--- src/rtl/tea_block_engine.sv ---
// Iterative TEA block cipher engine: one full round per clock, encrypt or decrypt
// selected per block, with valid/ready handshakes on both sides.
module tea_block_engine #(
    parameter int unsigned ROUNDS = 32,
    parameter logic [31:0] DELTA  = 32'h9E3779B9
) (
    input  logic         clk,
    input  logic         resetn,
    input  logic         in_valid,
    output logic         in_ready,
    input  logic         mode,
    input  logic [31:0]  in_v0,
    input  logic [31:0]  in_v1,
    input  logic [127:0] key,
    output logic         out_valid,
    input  logic         out_ready,
    output logic [31:0]  out_v0,
    output logic [31:0]  out_v1,
    output logic         out_mode,
    output logic         busy
);

    localparam int unsigned    CW      = $clog2(ROUNDS + 1);
    localparam logic [CW-1:0]  LAST    = CW'(ROUNDS - 1);
    localparam logic [31:0]    DEC_SUM = 32'(DELTA * ROUNDS);

    typedef enum logic [1:0] {IDLE, RUN, DONE} state_t;

    state_t        state;
    logic [CW-1:0] cnt;
    logic [31:0]   sum, v0, v1;
    logic [31:0]   k0, k1, k2, k3;

    logic [31:0] s_enc, v0_enc, v1_enc, v0_dec, v1_dec;
    logic [31:0] v0_nxt, v1_nxt, sum_nxt;

    function automatic logic [31:0] tea_f(input logic [31:0] x, s, ka, kb);
        return ((x << 4) + ka) ^ (x + s) ^ ((x >> 5) + kb);
    endfunction

    // Both directions are computed every cycle; the latched mode picks one.
    always_comb begin
        s_enc   = sum + DELTA;
        v0_enc  = v0 + tea_f(v1, s_enc, k0, k1);
        v1_enc  = v1 + tea_f(v0_enc, s_enc, k2, k3);
        v1_dec  = v1 - tea_f(v0, sum, k2, k3);
        v0_dec  = v0 - tea_f(v1_dec, sum, k0, k1);
        v0_nxt  = out_mode ? v0_dec : v0_enc;
        v1_nxt  = out_mode ? v1_dec : v1_enc;
        sum_nxt = out_mode ? (sum - DELTA) : s_enc;
    end

    // NOTE: all state here is sequential, so every assignment is non-blocking;
    // mixing in blocking assignments would make results depend on statement order.
    always_ff @(posedge clk) begin
        if (!resetn) begin
            state     <= IDLE;
            cnt       <= '0;
            sum       <= '0;
            v0        <= '0;
            v1        <= '0;
            k0        <= '0;
            k1        <= '0;
            k2        <= '0;
            k3        <= '0;
            out_v0    <= '0;
            out_v1    <= '0;
            out_mode  <= 1'b0;
            out_valid <= 1'b0;
            busy      <= 1'b0;
            in_ready  <= 1'b1;
        end else begin
            case (state)
                IDLE: begin
                    if (in_valid) begin
                        v0       <= in_v0;
                        v1       <= in_v1;
                        k0       <= key[127:96];
                        k1       <= key[95:64];
                        k2       <= key[63:32];
                        k3       <= key[31:0];
                        out_mode <= mode;
                        cnt      <= '0;
                        sum      <= mode ? DEC_SUM : 32'h0;
                        in_ready <= 1'b0;
                        busy     <= 1'b1;
                        state    <= RUN;
                    end
                end
                RUN: begin
                    v0  <= v0_nxt;
                    v1  <= v1_nxt;
                    sum <= sum_nxt;
                    cnt <= cnt + 1'b1;
                    // Final round: publish the words directly so they appear with out_valid.
                    if (cnt == LAST) begin
                        out_v0    <= v0_nxt;
                        out_v1    <= v1_nxt;
                        out_valid <= 1'b1;
                        state     <= DONE;
                    end
                end
                DONE: begin
                    if (out_ready) begin
                        out_valid <= 1'b0;
                        busy      <= 1'b0;
                        in_ready  <= 1'b1;
                        state     <= IDLE;
                    end
                end
                default: state <= IDLE;
            endcase
        end
    end

endmodule

--- config.mk ---
export PLATFORM = sky130hd
export DESIGN_NAME = tea_block_engine
export DESIGN_NICKNAME = d
export VERILOG_FILES = /design/src/rtl/tea_block_engine.sv
export SDC_FILE = /design/constraint.sdc
export NUM_CORES = 2
export LEC_CHECK = 0
export ABC_AREA = 1
export BUFFER_PORTS_ARGS = -buffer_cell sky130_fd_sc_hd__buf_2
export CAP_MARGIN = 20
export CORE_ASPECT_RATIO = 1.1
export CORE_MARGIN = 4
export CORE_UTILIZATION = 25
export CTS_BUF_LIST = sky130_fd_sc_hd__clkbuf_8 sky130_fd_sc_hd__clkbuf_16
export DETAILED_ROUTE_END_ITERATION = 12
export GPL_ROUTABILITY_DRIVEN = 0
export SKIP_LAST_GASP = 1
export SYNTH_ARGS = -nofsm -noshare
export SYNTH_HDL_FRONTEND = slang
export SYNTH_SLANG_ARGS = --single-unit
--- constraint.sdc ---
create_clock -name clk -period 10.9 [get_ports clk]
set_input_delay 0 -clock clk [delete_from_list [all_inputs] [get_ports clk]]
set_output_delay 0 -clock clk [all_outputs]
set_load 0.005 [all_outputs]
* Word-level counts from Yosys, hierarchy flattened
Index checks and enable logic that the tools add are counted.
** Cells by class
- Add/sub/neg operators :: 19
- Multipliers :: 0
- Div/mod/pow operators :: 0
- Order comparisons :: 0
- Eq/ne operators :: 6
- Shift-type cells :: 0
- Multiplexer cells :: 24
- Bitwise gates (word level) :: 8
- Reductions and logical operators :: 10
** Operators with widths (count)
- $add A32 B32 Y32 :: 10
- $xor A32 B32 Y32 :: 8
- $mux W32 :: 7
- $pmux W32 S2 :: 3
- $add A27 B32 Y32 :: 4
- $sub A32 B32 Y32 :: 2
- $add A32 B32 Y32 const B :: 1
- $sub A32 B32 Y32 const B :: 1
- $pmux W6 S2 :: 1
- $reduce_and A3 Y1 :: 3
- $add A6 B1 Y6 const B :: 1
- $eq A6 B5 Y1 const B :: 1
- $mux W2 :: 3
- $mux W6 :: 1
- $ne A2 B2 Y1 const B :: 3
- $pmux W1 S2 :: 3
- $pmux W2 S3 :: 1
- $reduce_and A2 Y1 :: 3
- $reduce_bool A2 Y1 :: 3
- $mux W1 :: 5
- $eq A2 B1 Y1 const B :: 1
- $eq A2 B2 Y1 const B :: 1
- $logic_not A2 Y1 :: 1
** Storage, ports and cells
- Bits in registers :: 300
- Bits in latches :: 0
- Memory bits (writable) :: 0
- ROM bits :: 0
- Input port bits :: 197
- Output and inout port bits :: 68
- Word-level logic and storage cells :: 82
- Memories kept :: 0

* Depth between registers and ports, before layout
- Word-level depth :: 11
- Mapped depth :: 65
- Gate-level depth less buffers :: 65

* Worst setup path after synthesis
No wires, ideal clock.
- Path type :: register to register
- Start :: register sum[0]
- End :: register out_v1[31]
- Library setup time :: 0.109 ns
- Arrival time :: 7.897 ns
- Required time :: 10.791 ns
- Path slack :: 2.894 ns
- Cell stages (with the launch flop) :: 62
- Path buffers :: 1
- Clock period less this slack :: 8.006 ns
- Cell sequence :: dfxtp_1 ha_1 nand2_1 nand2_1 nor2_2 nor2_1 inv_2 nand2_1 nand2_2 nor2_1 nor2_2 nand2_2 nor2_4 a21oi_4 o21ai_4 xor2_1 inv_1 ha_1 [26 not listed] nand2_1 xor2_1 xnor3_1 ha_1 inv_1 nor3_1 inv_1 nor3_1 inv_1 nor2_1 nor4_1 nand2_1 nand3b_1 nand3_2 nand2_1 nand2_1 nand2_1 inv_1
** On the way
- Cells in the longest elaborated chain, start to end :: 10
- Elaborated cells between the ends (all ways) :: 16
- Classes of those cells :: add/sub: 9; mux: 1; bitwise: 6
** Ends and longest elaborated chain
- start: declaration :: RTL line 31 : logic [31:0] sum, v0, v1;
- start signal: assignment :: RTL line 84 : sum <= mode ? DEC_SUM : 32'h0;
- start signal: assignment :: RTL line 93 : sum <= sum_nxt;
- $add A32 B32 Y32 :: RTL line 43 : s_enc = sum + DELTA;
- $add A32 B32 Y32 :: RTL line 38 : return ((x << 4) + ka) ^ (x + s) ^ ((x >> 5) + kb);
- $xor A32 B32 Y32 (2 in series) :: RTL line 38
- $add A32 B32 Y32 :: RTL line 44 : v0_enc = v0 + tea_f(v1, s_enc, k0, k1);
- $add A32 B32 Y32 :: RTL line 38
- $xor A32 B32 Y32 (2 in series) :: RTL line 38
- $add A32 B32 Y32 :: RTL line 45 : v1_enc = v1 + tea_f(v0_enc, s_enc, k2, k3);
- $mux W32 (*) :: RTL line 49 : v1_nxt = out_mode ? v1_dec : v1_enc;
- end signal: assignment :: RTL line 98 : out_v1 <= v1_nxt;
- end: declaration :: RTL line 18 : output logic [31:0] out_v1,
Mark *: on every way between the ends. The rest lies on a longest branch, timed or not.
A chain may end at the register's enable or synchronous reset.

* Final worst setup path
- Start :: register sum[0]
- End :: register out_v1[30]
The elaborated chain is that of the path after synthesis.

==> impl_metrics.json <==
{
  "timing.rr.start": "sum[0]",
  "port_buffers": 264,
  "outcome": "finished, final reports clean",
  "seq_area_frac_synth": 0.154,
  "rows": 151,
  "grt_first_pass_wirelength_um": 260000,
  "critPathLaunchType": "flop",
  "drc_errors": 0,
  "cts_root_buffer": "clkbuf_16",
  "cts_made_buffers": 43,
  "yosys.area_share.simple": 0.224,
  "required_ns": 11.49,
  "final_util": 0.301,
  "r2r_setup_slack_ns": 0.53,
  "yosys.area.top_type": "ha_1",
  "synth_top_area_share": 0.156,
  "dpl.hpwl_um": 152000,
  "antenna_found_initial": 2,
  "drt_iter0_drc": 4425,
  "hold_depth": 4,
  "grt_overflow": 0,
  "clock-sinks": 300,
  "finalMaxSlewViolations": 0,
  "core-area_sq_um": 154000,
  "worst_clock_skew_ns": 0.0409,
  "synth_adder_area_share": 0.164,
  "synth_edf_count": 0,
  "maxCapViolCount": 0,
  "rsz0062_at_grt": "no",
  "nNetsFinal": 6964,
  "syn-cell-area_sq_um": 38900,
  "hp-class": "in -> reg",
  "fmax_mhz": 96.5,
  "arrival_ns": 10.96,
  "synthFlopType": "dfxtp_1",
  "setup_tns_ns": 0,
  "slowest_delay_ns": 0.43,
  "synth_area_leaders": "ha_1 (16%), dfxtp_1 (15%), nand2_1 (11%), xor2_1 (10%), a21oi_1 (7.0%)",
  "period_share": 0.951,
  "dieArea_sq_um": 162000,
  "cts-htree-levels": 2,
  "r2r_cells": 60,
  "crit_fanout": 9,
  "path_common_cell": "nand2_1",
  "holdWs_ns": 0.156,
  "setup-violations-final": 0,
  "yosysUniqueCellTypes": 72,
  "post_dp_cell_area_sq_um": 42800,
  "cts_tree": "yes",
  "via_count": 43000,
  "grt_usage": 0.214,
  "grt_max_degree": 80,
  "synthMuxAreaShare": 0,
  "worstHoldEndpoint": "k0[19]",
  "slowest_stage": "dfxtp_2",
  "post-synth-top-count-cell": "nand2_1",
  "crit_type": "reg -> reg",
  "synthArstFlopShare": 0,
  "drive_gt1_frac": 0.0987,
  "finalWirelength_um": 183000,
  "cts_buffer_depth": 3,
  "yosys_warnings": 0,
  "worst_pin_slew_ns": 1.16,
  "synth_compound_area_frac": 0.232,
  "slew_headroom": 0.227,
  "syn_avg_cell_area_sq_um": 6.69,
  "area_growth_pct": 19.6,
  "post_drt_wl_per_cell_um": 21.9,
  "finalCriticalPeriod_ns": 10.37,
  "via_per_inst": 5.13,
  "hold_viol_final": 0,
  "initial_utilization": 0.252,
  "ys_ff_latch": 300,
  "cts.clk_slew.worst_paths_ns": 0.06,
  "syn_nets": 6509,
  "synth_common_cells": "nand2_1 (1184), inv_1 (566), a21oi_1 (547), nor2_1 (511), ha_1 (484)",
  "synth_xor_area_frac": 0.154,
  "critPathCaptureType": "flop",
  "hold_path_startpoint": "key[115]",
  "die_h_um": 422,
  "synth_cells": 5812,
  "pin_count": 265,
  "insertion_delay_ns": 0.65,
  "die_x_um": 384,
  "grt_pass1_vias": 39300,
  "synth_top_family_by_area": "compound AO/OA/AOI/OAI gates",
  "drtAntennaViolNets": 0,
  "fin_area_sq_um": 46500,
  "drt-pass1-iter-count": 7,
  "r2r_end": "out_v1[30]"
}
-- metal layers --
metal	vias up	GRT usage	wire, um	part of all wire
li1	20600	-	-	-
met1	19600	0.256	71100	0.39
met2	2160	0.344	80700	0.44
met3	601	0.0379	14800	0.081
met4	0	0.159	16700	0.091
met5	-	0	0	0
-- logic make-up (layout without fill, tap and decap cells) --
family / after synthesis / count (layout)
adder cells (fa/ha/maj): 500 / 500
AND/OR/NAND/NOR: 2096 / 2096
AO/OA/AOI/OAI: 1504 / 1504
other: 0 / 5
XOR/XNOR: 680 / 680
buffers and inverters: 732 / 1220
flip-flops: 300 / 300
-- cell type report --
type	count	area, sq um
inverters	593	2240
well taps	2065	2580
diodes	5	12.5
fillers	16900	108000
flip-flops and latches	300	6010
clock inverters	27	345
clock buffers	51	1200
repair buffers	549	4010
multi-input cells	4780	30100
-- worst max-delay path: cells and delay by family (launching register included) --
kind	cells	cell delay [ns]
compound gates	10	1.88
buf+inv	8	1.00
simple gates	31	4.02
fa+ha+maj	5	1.70
xor+xnor	6	1.23
flops	1	0.43
-- sequential cells by signal, summed over array words and instances (netlist names) --
register,flops
k0,32
k1,32
k2,32
k3,32
out_v0,32
out_v1,32
sum,32
v0,32
v1,32
cnt,6
state,2
busy,1
in_ready,1
out_mode,1
out_valid,1
-- layout by cell type (no fill, tap or decap), types with 11 or more instances in the layout --
| cell type | instances |
|---|---|
| nand2_1 | 1182 |
| inv_1 | 571 |
| a21oi_1 | 547 |
| nor2_1 | 510 |
| ha_1 | 484 |
| xor2_1 | 460 |
| o21ai_0 | 401 |
| dfxtp_1 | 297 |
| buf_2 | 264 |
| xnor2_1 | 216 |
| dlygate4sd3_1 | 211 |
| nand3_1 | 191 |
| a31oi_1 | 117 |
| o21bai_1 | 78 |
| buf_4 | 72 |
| nor3_1 | 62 |
| o21ai_2 | 45 |
| clkbuf_16 | 44 |
| o211ai_1 | 43 |
| a21o_1 | 42 |
| nand4_1 | 41 |
| o21a_1 | 34 |
| o21ai_1 | 32 |
| a21boi_1 | 24 |
| inv_2 | 23 |
| nand2_2 | 21 |
| a21oi_2 | 21 |
| nor4_1 | 17 |
| or2_2 | 16 |
| fa_1 | 16 |
| nand3_2 | 14 |
| o31ai_1 | 14 |
| a21boi_2 | 13 |
| o221ai_1 | 13 |
| a211oi_1 | 12 |
| nor2_2 | 12 |
| a221oi_1 | 11 |
-- how the worst max path moves through the flow --
stage,startpoint,endpoint,slack (ns),depth (start not counted)
after floorplan,sum[0],out_v1[31],2.89,61
after global placement,sum[0],out_v1[30],0.57,60
after detailed placement,sum[0],out_v1[30],0.71,60
after CTS,sum[0],out_v1[30],0.67,60
after global routing,sum[0],out_v1[30],0.009,61
final,sum[0],out_v1[30],0.53,60
-- what timing repair did --
item / in CTS / in global routing
hold buffers: 211 / 0
resized for setup: 0 / 6
endpoints found under the setup margin: 0 / 12
endpoints found under the hold margin: 227 / 0
setup buffers: 0 / 0
-- through the flow --
stage | worst slack [ns] | instances
final | 0.532 | 8370
after global routing | 0.00900 | 8367
after CTS | 0.673 | 8364
after detailed placement | 0.706 | 8075
after global placement | 0.569 | 8073
after floorplan | 2.89 | 5812
Power is left out: the tool's default activity adds up to more than one toggle a clock period on the data nets, which glitch-free logic cannot reach.
